==> config.mk <==
export PLATFORM = sky130hd
export DESIGN_NAME = link_credit_arbiter
export DESIGN_NICKNAME = d
export VERILOG_FILES = /design/src/rtl/link_pkg.sv /design/src/rtl/link_credit_arbiter_rr.sv /design/src/rtl/link_credit_arbiter.sv
export SDC_FILE = /design/constraint.sdc
export NUM_CORES = 1
export LEC_CHECK = 0
export ABC_AREA = 1
export CORE_MARGIN = 3
export CORE_UTILIZATION = 32
export CTS_CLUSTER_DIAMETER = 120
export CTS_CLUSTER_SIZE = 10
export DETAILED_ROUTE_END_ITERATION = 10
export HOLD_SLACK_MARGIN = 0.15
export PLACE_DENSITY_LB_ADDON = 0.1
export SYNTH_ARGS = -nofsm -noshare
export SYNTH_HDL_FRONTEND = slang
export SYNTH_HIERARCHICAL = 1
export SYNTH_SLANG_ARGS = --single-unit
==> constraint.sdc <==
create_clock -name clk -period 2.65 [get_ports clk]
set_clock_uncertainty 0.2 [all_clocks]
set_input_delay 0.3975 -clock clk [delete_from_list [all_inputs] [get_ports clk]]
set_output_delay 0.3975 -clock clk [all_outputs]
set_load 0.01 [all_outputs]
==> src/rtl/link_pkg.sv <==
// Shared width helpers for the link credit arbiter slice.
package link_pkg;

  // Width needed to hold a credit count in the range 0..credits.
  function automatic int credit_w(input int credits);
    return $clog2(credits + 32'sd1);
  endfunction

  // Width of a requester index; never narrower than one bit.
  function automatic int idx_w(input int n);
    return (n > 32'sd1) ? $clog2(n) : 32'sd1;
  endfunction

endpackage

==> src/rtl/link_credit_arbiter_rr.sv <==
// Round-robin arbiter: combinational wrap-around search from a pointer
// register that moves just past the winner whenever a grant is consumed.
module rr_arbiter
  import link_pkg::*;
#(
  parameter int NUM_REQ = 4
) (
  input  logic                           clk,
  input  logic                           rst,
  input  logic [NUM_REQ-1:0]             req_i,
  input  logic                           advance_i,
  output logic [NUM_REQ-1:0]             grant_o,
  output logic [idx_w(NUM_REQ)-1:0]      idx_o,
  output logic                           any_o
);

  localparam int IW = idx_w(NUM_REQ);

  logic [IW-1:0]      ptr_q;
  logic [IW-1:0]      ptr_d;
  logic [IW:0]        cand_s;
  logic [IW-1:0]      idx_s;
  logic               found_s;
  logic [NUM_REQ-1:0] grant_s;

  // Scan requesters starting at the pointer, wrapping; first valid wins.
  always_comb begin
    idx_s   = '0;
    found_s = 1'b0;
    cand_s  = '0;
    for (int k = 0; k < NUM_REQ; k++) begin
      cand_s = {1'b0, ptr_q} + (IW+1)'(k);
      if (cand_s >= (IW+1)'(NUM_REQ)) begin
        cand_s = cand_s - (IW+1)'(NUM_REQ);
      end else begin
        cand_s = cand_s;
      end
      if (!found_s && req_i[cand_s[IW-1:0]]) begin
        found_s = 1'b1;
        idx_s   = cand_s[IW-1:0];
      end else begin
        found_s = found_s;
      end
    end
    if (found_s) begin
      grant_s = NUM_REQ'(1) << idx_s;
    end else begin
      grant_s = '0;
    end
  end

  // Pointer moves to the slot after the winner only when a grant is taken.
  always_comb begin
    if (advance_i && found_s) begin
      if (idx_s == IW'(NUM_REQ - 1)) begin
        ptr_d = '0;
      end else begin
        ptr_d = idx_s + IW'(1);
      end
    end else begin
      ptr_d = ptr_q;
    end
  end

  // Pointer register.
  always_ff @(posedge clk or posedge rst) begin
    if (rst) begin
      ptr_q <= '0;
    end else begin
      ptr_q <= ptr_d;
    end
  end

  assign grant_o = grant_s;
  assign idx_o   = idx_s;
  assign any_o   = found_s;

endmodule

==> src/rtl/link_credit_arbiter.sv <==
// Transmit-side link arbiter: round-robin selection among requesters into a
// single registered output beat, gated by credits from the far-end receiver.
module link_credit_arbiter
  import link_pkg::*;
#(
  parameter int NUM_REQ   = 4,
  parameter int PAYLOAD_W = 32,
  parameter int CREDITS   = 4
) (
  input  logic                           clk,
  input  logic                           rst,
  input  logic [NUM_REQ-1:0]             req_valid_i,
  input  logic [NUM_REQ*PAYLOAD_W-1:0]   req_p_i,
  output logic [NUM_REQ-1:0]             req_ready_o,
  output logic                           link_valid_o,
  output logic [PAYLOAD_W-1:0]           link_p_o,
  input  logic                           link_ready_i,
  input  logic                           credit_return_i,
  output logic [credit_w(CREDITS)-1:0]   credit_count_o,
  output logic [idx_w(NUM_REQ)-1:0]      grant_idx_o,
  output logic                           credit_overflow_o
);

  localparam int             CW        = credit_w(CREDITS);
  localparam int             IW        = idx_w(NUM_REQ);
  localparam logic [CW-1:0]  CREDITS_C = CW'(CREDITS);

  logic                 link_valid_q, link_valid_d;
  logic [PAYLOAD_W-1:0] link_p_q, link_p_d;
  logic [IW-1:0]        grant_q, grant_d;
  logic [CW-1:0]        credit_q, credit_d;
  logic                 ovf_q, ovf_d;

  logic                 load_en_s;
  logic                 do_load_s;
  logic [NUM_REQ-1:0]   grant_s;
  logic [IW-1:0]        win_idx_s;
  logic                 any_s;
  logic [PAYLOAD_W-1:0] win_p_s;

  // The output slot can take a beat when it is empty or draining, and only
  // while the receiver still has buffer space for it.
  assign load_en_s = (!link_valid_q || link_ready_i) && (credit_q != '0);
  assign do_load_s = load_en_s && any_s;

  rr_arbiter #(
    .NUM_REQ (NUM_REQ)
  ) u_rr (
    .clk       (clk),
    .rst       (rst),
    .req_i     (req_valid_i),
    .advance_i (load_en_s),
    .grant_o   (grant_s),
    .idx_o     (win_idx_s),
    .any_o     (any_s)
  );

  // Ready goes only to the current winner, and only when a load can happen.
  always_comb begin
    if (load_en_s) begin
      req_ready_o = grant_s;
    end else begin
      req_ready_o = '0;
    end
  end

  // One-hot OR mux of the winning payload.
  always_comb begin
    win_p_s = '0;
    for (int i = 0; i < NUM_REQ; i++) begin
      if (grant_s[i]) begin
        win_p_s = req_p_i[i*PAYLOAD_W +: PAYLOAD_W];
      end else begin
        win_p_s = win_p_s;
      end
    end
  end

  // Output beat: load a new beat, clear on acceptance, otherwise hold.
  always_comb begin
    link_p_d = link_p_q;
    grant_d  = grant_q;
    if (do_load_s) begin
      link_valid_d = 1'b1;
      link_p_d     = win_p_s;
      grant_d      = win_idx_s;
    end else if (link_ready_i && link_valid_q) begin
      link_valid_d = 1'b0;
    end else begin
      link_valid_d = link_valid_q;
    end
  end

  // Credit counter: spend at load, refund on return, saturate and flag a
  // return that arrives with the counter already full.
  always_comb begin
    credit_d = credit_q;
    ovf_d    = ovf_q;
    case ({do_load_s, credit_return_i})
      2'b10: credit_d = credit_q - CW'(1);
      2'b01: begin
        if (credit_q == CREDITS_C) begin
          ovf_d = 1'b1;
        end else begin
          credit_d = credit_q + CW'(1);
        end
      end
      default: credit_d = credit_q;
    endcase
  end

  // State registers; reset drops any held beat and restores full credit.
  always_ff @(posedge clk or posedge rst) begin
    if (rst) begin
      link_valid_q <= 1'b0;
      link_p_q     <= '0;
      grant_q      <= '0;
      credit_q     <= CREDITS_C;
      ovf_q        <= 1'b0;
    end else begin
      link_valid_q <= link_valid_d;
      link_p_q     <= link_p_d;
      grant_q      <= grant_d;
      credit_q     <= credit_d;
      ovf_q        <= ovf_d;
    end
  end

  assign link_valid_o      = link_valid_q;
  assign link_p_o          = link_p_q;
  assign grant_idx_o       = grant_q;
  assign credit_count_o    = credit_q;
  assign credit_overflow_o = ovf_q;

endmodule

Word level (Yosys, flattened, before mapping)
Index checks and enable logic that the tools add are counted.
- add/sub/neg operators: 10
- magnitude comparators: 8
- equal/unequal tests: 5
- shift operators: 1
- muxes and demuxes: 31
- reduce and logical (&&, ||, !) cells: 16
- operators by type and width (cell ; number):
    $mux 32 ; 4
    $mux 2 ; 9
    $lt 2x3->1 const B ; 4
    $mux 1 ; 10
    $ge 3x3->1 const B ; 3
    $bmux 1 s2 ; 4
    $mux 4 ; 2
    $sub 2x1->2 const B ; 4
    $add 2x2->3 const B ; 2
    $logic_and 1x1->1 ; 6
    $pmux 3 s2 ; 1
    $eq 2x2->1 const B ; 2
    $logic_not 1->1 ; 4
    $reduce_and 2->1 ; 2
    $reduce_bool 2->1 ; 2
    $shl 1x2->4 const A ; 1
    $add 2x1->3 const B ; 1
    $add 3x1->3 const B ; 1
    $eq 3x3->1 const B ; 1
    $ge 2x3->1 const B ; 1
    $mux 3 ; 1
    $reduce_bool 3->1 ; 1
    $sub 3x1->3 const B ; 1
    $add 2x1->2 const B ; 1
    other kinds (3) ; 3
- flip-flop bits (word level): 41
- input port bits: 136
- output and inout port bits: 43
- logic and storage cells: 77

Longest topological paths before layout
Gate-level depths: netlist (run 1).
- word-level depth: 20
- mapped depth: 20
- depth with buffers taken out: 18

Hierarchy
Netlist (run 1), hierarchy kept.
- by module, submodules not included (module ; times used ; cells each ; area an instance (um^2)):
    link_credit_arbiter ; 1 ; 303 ; 2907.8
    rr_arbiter ; 1 ; 85 ; 515.5

Least setup slack after synthesis (run 1)
Ideal clock, no wire load.
- path type: register to output
- from: reg u_rr.ptr_q[0]
- to: out req_ready_o[2]
- arrival time: 2.027 ns
- data required time: 2.053 ns
- slack: 0.025 ns
- cell stages (with the launch flop): 17
- buffers on the path: 3
- path through: dfrtp_1 -> buf_6 -> nand2_1 -> nand2_2 -> nand2_1 -> nand2_2 -> nor2_8 -> nand3_2 -> o21ai_2 -> inv_2 -> ha_1 -> nand2_1 -> inv_1 -> buf_2 -> inv_1 -> buf_6 -> nor2_1
- longest elaborated chain between the ends: 17
- RTL lines (item ; line ; source):
    from (decl) ; link_credit_arbiter_rr.sv:19 ; logic [IW-1:0] ptr_q;
    from (signal assigned) ; link_credit_arbiter_rr.sv:70 ; ptr_q <= ptr_d;
    branches (longest 13 deep; another with $add 2x1->3) ; - ;
    $mux 2 * ; link_credit_arbiter_rr.sv:38 ; if (!found_s && req_i[cand_s[IW-1:0]]) begin
    net win_idx_s[1] ; link_credit_arbiter.sv:37 ; logic [IW-1:0] win_idx_s;
    $shl 1x2->4 * ; link_credit_arbiter_rr.sv:46 ; grant_s = NUM_REQ'(1) << idx_s;
    $mux 4 * ; link_credit_arbiter_rr.sv:45 ; if (found_s) begin
    net grant_s[2] ; link_credit_arbiter.sv:36 ; logic [NUM_REQ-1:0] grant_s;
    $mux 4 * ; link_credit_arbiter.sv:60 ; if (load_en_s) begin
    to (decl) ; link_credit_arbiter.sv:14 ; output logic [NUM_REQ-1:0] req_ready_o,
Mark *: on every way through the listed nets, which the timed path passes. The select of a mux whose other input is x is not followed.

Final worst setup path (run 1)
- from: reg u_rr.ptr_q[0]
- to: out req_ready_o[2]
- longest elaborated chain between the ends: 17
- RTL lines (item ; line):
    branches (longest 15 deep; another with $add 2x1->3) ; -
    $mux 4 * ; link_credit_arbiter_rr.sv:45
    net grant_s[2] ; link_credit_arbiter.sv:36
    $mux 4 * ; link_credit_arbiter.sv:60
Marks and branches as above.

==> results of run 1 <==
==> final timing paths <==
kind                            slack (ns)              to  depth (start not counted)           start
worst max-delay path                 -0.16  req_ready_o[2]                         16   u_rr/ptr_q[0]
worst min-delay path                  0.29  grant_idx_o[0]                          2  grant_idx_o[0]
worst max register to register       -0.08    link_p_o[25]                         20   u_rr/ptr_q[0]
worst min register to register        0.29  grant_idx_o[0]                          2  grant_idx_o[0]
max in group asynchronous             0.92    link_p_o[10]                          4             rst
min in group asynchronous             0.66   u_rr/ptr_q[0]                          3             rst
==> state kept, by name (all words and copies together) (netlist names) <==
signal / flops
credit_overflow_o: 1
credit_count_o: 3
link_valid_o: 1
u_rr/ptr_q: 2
link_p_o: 32
grant_idx_o: 2
==> routing by layer <==
layer | up-vias | share of wire [%] | track usage [%]
met1 | 1622 | 42 | 24.0
met2 | 104 | 49 | 35.4
li1 | 1730 | - | -
met4 | 0 | 1.4 | 4.10
met3 | 13 | 6.8 | 4.46
met5 | - | 0 | 0
==> layout by cell type (no fill, tap or decap), drive strengths merged <==
| cell type | instances |
|---|---|
| clkdlybuf4s50 | 170 |
| nand2 | 130 |
| a21oi | 65 |
| buf | 44 |
| dfrtp | 40 |
| o211ai | 32 |
| a2bb2oi | 32 |
| inv | 26 |
| nand3 | 11 |
| nor2 | 9 |
| clkbuf | 7 |
| ha | 4 |
| nand4 | 2 |
| dlygate4sd2 | 2 |
| dlymetal6s2s | 2 |
| o21ai | 2 |
| xor2 | 1 |
| o21bai | 1 |
| nand3b | 1 |
| fa | 1 |
| bufinv | 1 |
| dfstp | 1 |
| dlygate4sd3 | 1 |
| clkinv | 1 |
==> metrics by stage <==
| stage | std cells | power [mW] |
|---|---|---|
| 4_1_cts | 723 | 10.6 |
| 3_5_place_dp | 703 | 9.30 |
| 3_3_place_gp | 703 | 9.21 |
| 6_report | 722 | 10.3 |
| 2_1_floorplan | 388 | 7.22 |
| 5_1_grt | 722 | 11.3 |
==> layout make-up <==
class | instances | area (µm²)
Sequential cell | 41 | 1030
Multi-Input combinational cell | 291 | 2090
Fill cell | 960 | 4680
Timing Repair Buffer | 219 | 2170
Tap cell | 136 | 170
Clock inverter | 1 | 30.0
Inverter | 27 | 111
Clock buffer | 7 | 86.3
==> worst reg2reg max path, stage by stage, from the launching register on <==
cell,delay (ns)
dfrtp_2,0.46
buf_6,0.16
nand2_4,0.07
nand3_4,0.09
nand2_4,0.11
nor2_2,0.05
nor2_1,0.13
nand2_2,0.08
nand2_4,0.09
buf_4,0.11
ha_2,0.15
nand2_1,0.04
inv_1,0.06
inv_2,0.04
buf_6,0.12
nor2_8,0.16
buf_8,0.16
nand2_1,0.06
nand2_1,0.06
o211ai_1,0.10
a2bb2oi_2,0.17
==> what timing repair did <==
action	CTS	global route
cloned	2	0
setup buffers	9	3
pin swaps	12	21
endpoints found under the hold margin	2	0
hold buffers	1	0
endpoints found under the setup margin	36	37
gates resized for setup	47	35
==> where the power goes <==
| group | internal, mW | switching, mW |
|---|---|---|
| sequential | 1.02 | 0.266 |
| clock | 0.307 | 0.221 |
| combinational | 3.93 | 4.56 |
| total | 5.27 | 5.05 |
==> cell families (layout without fill, tap and decap cells) <==
kind of cell	count (synthesis)	in the layout	share of synthesized area, %
compound gates	132	132	33.5
xor+xnor	1	1	0.256
fa+ha+maj	5	5	2.05
buf+inv	56	254	12.6
flops	41	41	30.0
simple gates	153	153	21.6
==> flow_summary_export.csv, run 1 <==
group,metric,value,unit
sta,setup-tns-final,-2.11,ns
logic_synthesis,ys_seq_area_share,30.0,%
placement,pre_cts_ws,-0.577,ns
setup_path,slowest_delay,0.46,ns
drt,viasPerCell,4.80,
floorplanning,initial_core_util,33.0,%
sta,fin_crit,2.81,ns
placement,port_buffers,178,
sta,hold_slack,0.287,ns
setup_path,cp.arrival,2.21,ns
layout,drive_gt1_share,30.5,%
logic_synthesis,yosys_warnings,6,
layout,post-route-util,54.9,%
logic_synthesis,post_synth.cell_area_avg,8.82,µm²
placement,gp_congestion,0.835,
global_route,track_usage,19.7,%
sta,hold_viol_final,0,
drt,firstDrtPassIters,4,
layout,fin_nets,726,
cts,path_clk_slew,0.09,ns
floorplanning,row_count,37,
sta,fmax,0.356,GHz
layout,fin_area,5690,µm²
placement,place_area,5350,µm²
power_and_ir_drop,powerDensity,1810,nW/µm²
cts,clock_path_buffers,2,
flow_run,drv_cap,0,
run_status,outcome,"complete, but fails checks",
setup_path,cp_data_required_time,2.05,ns
setup_path,path_common_cell,"nand2_2",
cts,cts_root_buf,"clkbuf_8",
cts,cts_inserted_buffers,5,
logic_synthesis,netlist.area_leader.share,29.2,%
global_route,overflow,0,
logic_synthesis,yosysUniqueCellTypes,30,
floorplanning,core-area,10400,µm²
cts,cts_tree,"built",
logic_synthesis,ys_ff_latch,41,
logic_synthesis,netlist_area,3420,µm²
global_route,grt_max_degree,33,
placement,hpwl,8.54,mm
drt,drcViolationCount,0,
setup_path,end_kind,"primary output",
drt,wl_per_cell,16.5,µm
sta,worst_pin_slew,0.521,ns
drt,initialDrtViolationCount,149,
setup_path,crit_family,"simple AND/OR/NAND/NOR gates",
floorplanning,die_w,109,µm
global_route,antenna_found_initial,0,
setup_path,cp_max_fo,6,
drt,detail-route-antenna-nets,0,
sta,postLayoutSetupSlackWorst,-0.159,ns
min_path,hold_path.class,"register to register",
floorplanning,io_pins,179,
drt,wl,11.9,mm
global_route,grt_pass1_vias,3579,
logic_synthesis,ys.flop_type,"dfrtp_1",
setup_path,critPathKind,"register to primary output",
drt,vias,3469,
run_status,violations,"negative setup slack",
layout,diodes,0,
setup_path,critPathBufInv,5,
layout,area_delta_synth_final,66.2,%
power_and_ir_drop,p_leak,2.42,nW
sta,setup_violations,36,
logic_synthesis,synth_cells,388,
floorplanning,die_h,109,µm
power_and_ir_drop,peakVddDrop,1020,µV
global_route,grt_pass1_wl,18.3,mm
sta,drv_slew,0,
sta,fin_crit_sh,106,%
cts,htree_levels,2,
cts,clk_latency,0.29,ns
logic_synthesis,yosys.area.top_type,"dfrtp_1",
logic_synthesis,synthArstFlopShare,100,%
logic_synthesis,ys_top_cells_by_area,"dfrtp_1, nand2_1, a2bb2oi_2, o211ai_1, a21oi_2",
setup_path,start_kind,"register",
cts,clock-sinks,41,
logic_synthesis,netlist_top_cells_count,"nand2_1, dfrtp_1, a21oi_1",
sta,rsz0062_at_grt,"true",
logic_synthesis,synth.most_common_cell,"nand2_1",
logic_synthesis,synth_edf_count,0,
logic_synthesis,synthesis.nets,529,
floorplanning,die_area,12000,µm²
setup_path,crit_slowest_cell,"dfrtp_2",
setup_path,path_cells,"buf_6, nand2_2, nand2_4, nand2_2, nand2_4, nor2_8, nand3_4, nand2_2, nand2_4, buf_4, ha_2, nand2_2, inv_2, inv_2, nor2_1, buf_2",
sta,max_slew_margin,65.3,%
Power figures use the tool's default switching activity.
==> run 2, diff against run 1 <==
Clock period 2.65 ns to 3.4 ns, I/O delays scaled along.
==> flow_summary_export.csv, run 2 (synthesis gave the netlist of run 1 again) <==
group,metric,value,unit
layout,largest_reg_flops,32,
floorplanning,die_h,109,µm
layout,fin_nets,702,
cts,cts_root_buf,"clkbuf_8",
setup_path,crit_family,"buffers and inverters",
global_route,track_usage,18.9,%
min_path,hold_path.class,"primary input to async pin",
cts,cts-hold-fix-buffers,0,
global_route,grt_max_degree,40,
power_and_ir_drop,powerDensity,1380,nW/µm²
setup_path,end_kind,"primary output",
cts,path_clk_slew,0.08,ns
cts,cts_setup_buffers,0,
run_status,outcome,"complete, no violations",
floorplanning,core-area,10400,µm²
flow_run,drv_cap,0,
drt,detail-route-antenna-nets,0,
setup_path,critPathKind,"primary input to primary output",
cts,cts_tree,"built",
floorplanning,io_pins,179,
setup_path,r2r-start,"u_rr/ptr_q[0]",
placement,gp_congestion,0.842,
sta,rsz0062_at_grt,"false",
sta,setup_violations,0,
power_and_ir_drop,peakVddDrop,1260,µV
sta,fmax,0.312,GHz
drt,viasPerCell,4.87,
setup_path,start_kind,"primary input",
floorplanning,die_w,109,µm
setup_path,cp_data_required_time,2.69,ns
drt,vias,3402,
sta,fin_crit,3.21,ns
layout,mostFrequentLayoutCells,"clkdlybuf4s50_1, nand2_1, dfrtp_1",
sta,drv_slew,0,
power_and_ir_drop,p_leak,2.25,nW
setup_path,r2r-end,"link_p_o[23]",
sta,hold_viol_final,0,
layout,fin_area,5290,µm²
drt,initialDrtViolationCount,131,
setup_path,cp.arrival,2.50,ns
layout,layout_commonest_cell,"clkdlybuf4s50_1",
placement,placedCellCount,690,
setup_path,cp_max_fo,3,
setup_path,r2r_cells,19,
setup_path,startpoint,"req_valid_i[2]",
cts,htree_levels,2,
floorplanning,die_area,12000,µm²
placement,place_area,5210,µm²
drt,wl_per_cell,16.5,µm
floorplanning,initial_core_util,33.0,%
layout,area_delta_synth_final,54.5,%
placement,port_buffers,178,
drt,wl,11.5,mm
setup_path,reg2reg_slack,0.36,ns
global_route,antenna_found_initial,0,
layout,nFillCells,1009,
layout,stdcell_count,698,
placement,hpwl,8.46,mm
cts,clock-sinks,41,
global_route,grt_pass1_wl,17.7,mm
floorplanning,row_count,37,
sta,worst_pin_slew,0.899,ns
layout,drive_gt1_share,20.1,%
setup_path,crit_slowest_cell,"clkdlybuf4s50_1",
global_route,overflow,0,
layout,diodes,0,
drt,drcViolationCount,0,
sta,max_slew_margin,40.0,%
setup_path,path_cells,"clkdlybuf4s50_1, inv_1, nand2_1, nand3_1, nand2_1, inv_1, nand3_2, nand3_1, o21ai_2, inv_2, ha_1, nand2_1, inv_2, inv_1, nor2_1, dlygate4sd2_1",
cts,clk_latency,0.29,ns
cts,cts_inserted_buffers,5,
sta,fin_crit_sh,94.3,%
cts,ctsResizeCount,4,
drt,firstDrtPassIters,4,
cts,clock_path_buffers,2,
setup_path,slowest_delay,0.47,ns
setup_path,critPathBufInv,7,
global_route,grt_pass1_vias,3448,
run 2: cell count changes in the layout (fill, tap and decap cells not counted), moves of 3 or more:
cell,before,now
nand2_1,97,115
inv_2,15,8
clkdlybuf4s50_1,170,174
inv_1,9,19
nand2_4,12,6
ha_1,1,4
ha_2,3,0
nand2_2,21,9
buf_4,28,14
buf_2,4,0
buf_6,6,0
run 2: area by class of cell:
type | count | area, µm² | share of cell area, %
Clock buffer | 6 | 72.6 | 1.37
Clock inverter | 2 | 10.0 | 0.189
Inverter | 27 | 101 | 1.92
Multi-Input combinational cell | 291 | 1970 | 37.2
Sequential cell | 41 | 1030 | 19.4
Tap cell | 136 | 170 | 3.22
Timing Repair Buffer | 195 | 1940 | 36.7
run 2: worst max path at each step:
stage | endpoint | slack (ns) | depth (start not counted)
after detailed placement | req_ready_o[1] | -0.03 | 16
final | req_ready_o[3] | 0.19 | 16
after floorplan | req_ready_o[2] | 0.66 | 16
after CTS | req_ready_o[3] | 0.21 | 15
after global routing | req_ready_o[3] | 0.006 | 16
after global placement | req_ready_o[2] | 0.03 | 16
run 2: worst register-to-register path: stages (launching register included):
cell and delay, ns:
dfrtp_1 0.45, buf_4 0.20, nand2_1 0.08, nand2_2 0.08
nand2_1 0.08, nand2_2 0.09, nor2_8 0.10, nand3_2 0.10
nand2_2 0.08, nand2_2 0.07, inv_1 0.11, ha_1 0.16
nand2_1 0.05, inv_1 0.09, buf_4 0.28, buf_4 0.31
a21oi_1 0.11, nand2_1 0.10, o211ai_1 0.11, a2bb2oi_2 0.15
run 2: power by group:
group / switching (mW) / internal, mW
combinational: 3.34 / 2.67
clock: 0.173 / 0.143
sequential: 0.197 / 0.795
total: 3.71 / 3.61
run 2: per-layer routing:
metal / routed length (µm) / global-route usage (%)
met1: 5070 / 23.7
met2: 5630 / 32.9
met3: 728 / 4.40
met4: 114 / 4.36
met5: 0 / 0
run 2: stage by stage:
step	worst slack, ns	hold slack, ns	power [mW]	utilization (%)	TNS (ns)
6_report	0.193	0.232	7.32	51.0	0
5_1_grt	0.00604	0.229	8.05	51.0	0
4_1_cts	0.205	0.218	7.40	51.0	0
3_5_place_dp	-0.0253	0.271	7.08	50.3	-0.0379
3_3_place_gp	0.0255	0.269	7.00	50.3	0
2_1_floorplan	0.663	0.0512	5.62	-	0
